**config.mk**
```make
export PLATFORM = sky130hd
export DESIGN_NAME = mem_arbiter_rr
export DESIGN_NICKNAME = d
export VERILOG_FILES = /design/src/rtl/brisc_pkg.sv /design/src/rtl/ff.sv /design/src/rtl/mem_arbiter_rr_pick.sv /design/src/rtl/mem_arbiter_rr.sv
export SDC_FILE = /design/constraint.sdc
export NUM_CORES = 1
export LEC_CHECK = 0
export BUFFER_PORTS_ARGS = -buffer_cell sky130_fd_sc_hd__buf_2
export CORE_AREA = 2 2 193 195
export DETAILED_ROUTE_END_ITERATION = 16
export DIE_AREA = 0 0 195 197
export SYNTH_ARGS = -nofsm -noshare
export SYNTH_HDL_FRONTEND = slang
export SYNTH_SLANG_ARGS = --single-unit
```
**constraint.sdc**
```tcl
create_clock -name clk -period 1.5 [get_ports clk]
set_input_delay 0.3 -clock clk [delete_from_list [all_inputs] [get_ports clk]]
set_output_delay 0.3 -clock clk [all_outputs]
set_load 0.01 [all_outputs]
```
**src/rtl/brisc_pkg.sv**
```systemverilog
// -----------------------------------------------------------------------------
// brisc_pkg: shared widths and arbiter enums for the memory subsystem. Rev 1.0
// -----------------------------------------------------------------------------
`default_nettype none

package brisc_pkg;

    localparam int ADDRESS_WIDTH    = 32;
    localparam int CACHE_LINE_WIDTH = 128;

    typedef enum logic {ARB_FIXED, ARB_RR} arb_mode_e;
    typedef enum logic {ARB_IDLE, ARB_BUSY} arb_state_e;

endpackage

`default_nettype wire

```
**src/rtl/ff.sv**
```systemverilog
// -----------------------------------------------------------------------------
// ff: enabled register with synchronous active-low reset. Rev 1.0
// -----------------------------------------------------------------------------
`default_nettype none

module ff #(
    parameter int               WIDTH     = 1,
    parameter logic [WIDTH-1:0] RESET_VAL = '0
) (
    input  logic             clk,
    input  logic             reset_n,
    input  logic             en_i,
    input  logic [WIDTH-1:0] d_i,
    output logic [WIDTH-1:0] q_o
);

    always_ff @(posedge clk) begin
        if (!reset_n) begin
            q_o <= RESET_VAL;
        end else if (en_i) begin
            q_o <= d_i;
        end
    end

endmodule

`default_nettype wire

```
**src/rtl/mem_arbiter_rr_pick.sv**
```systemverilog
// -----------------------------------------------------------------------------
// rr_pick: first set request at or after ptr, wrapping modulo N. Rev 1.0
// -----------------------------------------------------------------------------
`default_nettype none

module rr_pick #(
    parameter int N  = 2,
    parameter int PW = (N > 1) ? $clog2(N) : 1
) (
    input  logic [N-1:0]  req,
    input  logic [PW-1:0] ptr,
    output logic          valid,
    output logic [PW-1:0] idx
);

    logic [2*N-1:0] dbl;
    logic [N-1:0]   rot;
    logic [PW-1:0]  off;
    logic [PW:0]    sum;

    always_comb begin
        dbl   = {req, req};
        rot   = dbl[ptr +: N];
        valid = |req;
        off   = '0;
        // Descending scan so the lowest rotated position is the one kept.
        for (int i = N - 1; i >= 0; i--) begin
            if (rot[i]) begin
                off = PW'(i);
            end
        end
        sum = {1'b0, ptr} + {1'b0, off};
        if (sum >= (PW + 1)'(N)) begin
            sum = sum - (PW + 1)'(N);
        end
        idx = sum[PW-1:0];
    end

endmodule

`default_nettype wire

```
**src/rtl/mem_arbiter_rr.sv**
```systemverilog
// -----------------------------------------------------------------------------
// mem_arbiter_rr: N-port shared memory arbiter, fixed or round-robin. Rev 1.0
// -----------------------------------------------------------------------------
`default_nettype none

module mem_arbiter_rr
    import brisc_pkg::*;
#(
    parameter int        N_PORTS = 2,
    parameter arb_mode_e MODE    = ARB_RR,
    parameter int        ADDR_W  = ADDRESS_WIDTH,
    parameter int        LINE_W  = CACHE_LINE_WIDTH
) (
    input  logic                      clk,
    input  logic                      reset_n,
    input  logic [N_PORTS-1:0]        req,
    input  logic [N_PORTS-1:0]        write,
    input  logic [N_PORTS*ADDR_W-1:0] addr,
    input  logic [N_PORTS*LINE_W-1:0] wdata,
    output logic [N_PORTS-1:0]        grant,
    output logic                      mem_req,
    output logic                      mem_write,
    output logic [ADDR_W-1:0]         mem_addr,
    output logic [LINE_W-1:0]         mem_data,
    input  logic                      mem_ready
);

    localparam int PW = (N_PORTS > 1) ? $clog2(N_PORTS) : 1;

    arb_state_e    state_q;
    arb_state_e    state_d;
    logic          state_raw_q;
    logic [PW-1:0] owner_q;
    logic [PW-1:0] owner_d;
    logic          owner_en;
    logic [PW-1:0] rr_ptr_q;
    logic [PW-1:0] rr_ptr_d;
    logic          rr_ptr_en;
    logic [PW-1:0] pick_ptr;
    logic          pick_valid;
    logic [PW-1:0] pick_idx;
    logic          owner_req;
    logic          busy;

    ff #(.WIDTH(1), .RESET_VAL(1'b0)) u_state_ff (
        .clk     (clk),
        .reset_n (reset_n),
        .en_i    (1'b1),
        .d_i     (state_d),
        .q_o     (state_raw_q)
    );

    ff #(.WIDTH(PW), .RESET_VAL('0)) u_owner_ff (
        .clk     (clk),
        .reset_n (reset_n),
        .en_i    (owner_en),
        .d_i     (owner_d),
        .q_o     (owner_q)
    );

    ff #(.WIDTH(PW), .RESET_VAL('0)) u_rr_ptr_ff (
        .clk     (clk),
        .reset_n (reset_n),
        .en_i    (rr_ptr_en),
        .d_i     (rr_ptr_d),
        .q_o     (rr_ptr_q)
    );

    assign state_q  = arb_state_e'(state_raw_q);
    assign busy     = (state_q == ARB_BUSY);
    assign pick_ptr = (MODE == ARB_RR) ? rr_ptr_q : '0;

    rr_pick #(.N(N_PORTS), .PW(PW)) u_pick (
        .req   (req),
        .ptr   (pick_ptr),
        .valid (pick_valid),
        .idx   (pick_idx)
    );

    always_comb begin
        owner_req = 1'b0;
        for (int i = 0; i < N_PORTS; i++) begin
            if (owner_q == PW'(i)) begin
                owner_req = req[i];
            end
        end
    end

    always_comb begin
        state_d   = state_q;
        owner_d   = owner_q;
        owner_en  = 1'b0;
        rr_ptr_d  = rr_ptr_q;
        rr_ptr_en = 1'b0;
        case (state_q)
            ARB_IDLE: begin
                if (pick_valid) begin
                    state_d  = ARB_BUSY;
                    owner_d  = pick_idx;
                    owner_en = 1'b1;
                end
            end
            ARB_BUSY: begin
                // Completion and abort both release the port and advance the pointer.
                if (mem_ready || !owner_req) begin
                    state_d   = ARB_IDLE;
                    rr_ptr_en = (MODE == ARB_RR);
                    rr_ptr_d  = (owner_q == PW'(N_PORTS - 1)) ? '0 : owner_q + 1'b1;
                end
            end
            default: state_d = ARB_IDLE;
        endcase
    end

    always_comb begin
        grant     = '0;
        mem_req   = busy;
        mem_write = 1'b0;
        mem_addr  = '0;
        mem_data  = '0;
        for (int i = 0; i < N_PORTS; i++) begin
            if (busy && owner_q == PW'(i)) begin
                grant[i]  = 1'b1;
                mem_write = write[i];
                mem_addr  = addr[i*ADDR_W +: ADDR_W];
                mem_data  = wdata[i*LINE_W +: LINE_W];
            end
        end
    end

endmodule

`default_nettype wire
```
==> metrics.md <==
| Metric | Value |
|---|---|
| Status | finished, violations left |
| Failing checks | negative setup slack |
| Crit path depth | 5 |
| GRT Overall Usage | 9.07% |
| CTS clk-pin slew, worst paths | 30 ps |
| Die height | 197 um |
| Compound-Gate Fraction of Synth Area | 2.14% |
| Vias after detailed routing | 4,851 |
| Total CTS buffers | 3 |
| Worst VDD drop | 0.340 mV |
| Clock Root Buffer | clkbuf_16 |
| Area Growth Syn to Fin | 145% |
| Slew Limit Fails | 0 |
| Worst Slack Setup Final | -306 ps |
| Main combinational cell family by area after synthesis | multiplexers |
| HP Class | in -> reg |
| Buf/Inv on CP | 3 |
| # DRC | 0 |
| Adder-cell share of the synthesized area | 0% |
| Endpoint type of the worst setup path | primary output |
| Row count | 70 |
| Final hold violations | 0 |
| Maximum clock path buffer count | 2 |
| TritonRoute pass-1 iters | 4 |
| Core area | 36,300 um^2 |
| Crit Path Max Fanout | 14 |
| Latest clock arrival within the worst-skew pair | 230 ps |
| Clock Sinks | 3 |
| # hold bufs at CTS | 0 |
| Syn_nets | 705 |
| First-pass GRT wire length | 26.5 mm |
| Final Power | 0.00284 W |
| Crit-path slowest cell | dfxtp_4 |
| Dpl cells | 1,326 |
| Placer Congestion | 0.821 |
| Signal arrival time at the worst endpoint | 1510 ps |
| Worst stage delay on the critical path | 410 ps |
| Count of unique library cells instantiated by Yosys | 17 |
| Multiplexer share of the synthesized area | 61.1% |
| Post-synthesis sequential area ratio | 2.28% |
| Post-layout min period | 1810 ps |
| Pwr dens | 440 nW/um^2 |
| Startpoint type of the worst setup path | register |
| Tightest Pin Transition | 360 ps |
| Post-route ant nets | 0 |
| H-tree Lvls | 1 |
| GRT overflow | 0 |
| CP required | 1200 ps |
| Synth Register Bits | 3 |
| Max_cap viols | 0 |
| Final period utilization | 120% |
| Largest net degree at the start of global routing | 84 |
| Layout cells sized above 1 | 64.0% |
| Synthesized area | 2640 um^2 |
| Full die area | 38,400 um^2 |
| Final instance count without filler cells | 1,358 |
| Worst-path cell chain | buf_12, buf_16, mux2i_4, nor2_1, buf_2 |
| Wire per inst | 14.7 um |
| Critical path class | reg -> out |
| Initial antenna violation count | 2 |
| Fin Setup TNS | -34,550 ps |
| Die W | 195 um |
| Via density | 3.57 |
| Cells on worst reg2reg path | 7 |
| Family with the most delay on the worst path | buffers and inverters |
| Dpl ws | -183 ps |
| Xor/xnor share of the synthesized area | 0% |
| Synth Instances | 378 |
| Final setup viols | 163 |
| DP HPWL | 15.2 mm |
| Initial Util | 7.27% |
| CTS tree | done |
| Max-slew headroom | 76.0% |
| Hold depth | 2 |
| Skew final | 0.169 ps |
| Port bufs | 490 |
| Yosys warnings | 0 |
| Synthesized-area fraction occupied by and/or/nand/nor cells | 23.9% |
| Achievable Freq | 0.554 GHz |
| Mapped Avg Cell Area | 6.97 um^2 |
| Io pins | 491 |
| Post-Route WL | 20.0 mm |
| Final net count | 1,216 |
| Number of DRC violations after detailed-routing iteration 0 | 117 |
| RSZ-0062 raised after global routing | true |
| Lkg Pwr | 3.37 nW |
| Vias in the first global route | 4,612 |
| Reg-to-reg slack, setup | 110 ps |
[repair_timing]
item / in CTS / in global routing
gates cloned: 7 / 2
endpoints found under the setup margin: 163 / 163
pin swaps: 2 / 8
setup buffers: 15 / 5
resized for setup: 54 / 25
endpoints found under the hold margin: 0 / 0
[report_power, final]
| part | total, W | internal, W | switching [W] |
|---|---|---|---|
| registers | 0.000100 | 0.0000887 | 0.0000116 |
| logic | 0.00231 | 0.00120 | 0.00111 |
| clock network | 0.000435 | 0.000352 | 0.0000834 |
[metal layers]
metal / vias up / track usage [%] / part of all wire (%)
met5: - / 0 / 0
met4: 0 / 2.74 / 2.6
met3: 23 / 1.52 / 8.4
met2: 355 / 17.5 / 52
met1: 2169 / 10.1 / 37
li1: 2304 / - / -
[stage by stage]
step / util [%] / area (um^2) / hold slack, ps
after floorplan: - / 2640 / 445
after global placement: 15.7 / 5690 / 517
after detailed placement: 15.7 / 5690 / 535
after CTS: 17.4 / 6310 / 339
after global routing: 17.8 / 6460 / 358
final: 17.8 / 6460 / 347
[cell type report]
cell class                      instances  area [um^2]
Inverter                                3         13.8
Fill cell                            4101        29800
Sequential cell                         3         65.1
Tap cell                              468          586
Clock buffer                            4         78.8
Antenna cell                            2         5.00
Multi-Input combinational cell        336         2430
Timing Repair Buffer                  542         3270
[cells by family after synthesis]
family	Yosys count
compound gates	9
buf+inv	39
flops	3
mux	161
simple gates	166
[worst paths after layout]
path / from / to
setup / recovery: u_owner_ff.q_o / mem_data[41]
hold / removal: req[1] / u_state_ff.q_o
hold reg to reg: u_rr_ptr_ff.q_o / u_rr_ptr_ff.q_o
setup reg to reg: u_owner_ff.q_o / u_owner_ff.q_o
[layout by cell type, fill, tap and decap left out, drive strengths merged]
cell | synthesis | layout
buf | 25 | 540
dfxtp | 3 | 3
and3 | 1 | 1
clkbuf | 11 | 6
nor2 | 163 | 163
nand2b | 2 | 2
a211oi | 1 | 1
a21boi | 1 | 1
a21oi | 1 | 1
inv | 3 | 3
mux2i | 161 | 161
diode | 0 | 2
o21ai | 4 | 4
a31o | 1 | 1
o211ai | 1 | 1
[cell usage after synthesis]
library cell | count | share of area, %
buf_6 | 16 | 6.8
mux2i_1 | 161 | 61
buf_2 | 3 | 0.57
nor2_1 | 163 | 23
o211ai_1 | 1 | 0.28
buf_1 | 4 | 0.57
and3_1 | 1 | 0.24
dfxtp_1 | 3 | 2.3
o21ai_0 | 4 | 0.76
a21oi_1 | 1 | 0.19
buf_4 | 2 | 0.57
clkbuf_1 | 11 | 1.6
nand2b_1 | 2 | 0.47
a21boi_0 | 1 | 0.28
inv_1 | 3 | 0.43
a211oi_1 | 1 | 0.28
a31o_2 | 1 | 0.33
[state kept, by name (all words and copies together) (netlist names)]
| name | count |
|---|---|
| u_state_ff.q_o | 1 |
| u_rr_ptr_ff.q_o | 1 |
| u_owner_ff.q_o | 1 |
Note: power is estimated with default switching activity, not from simulation.
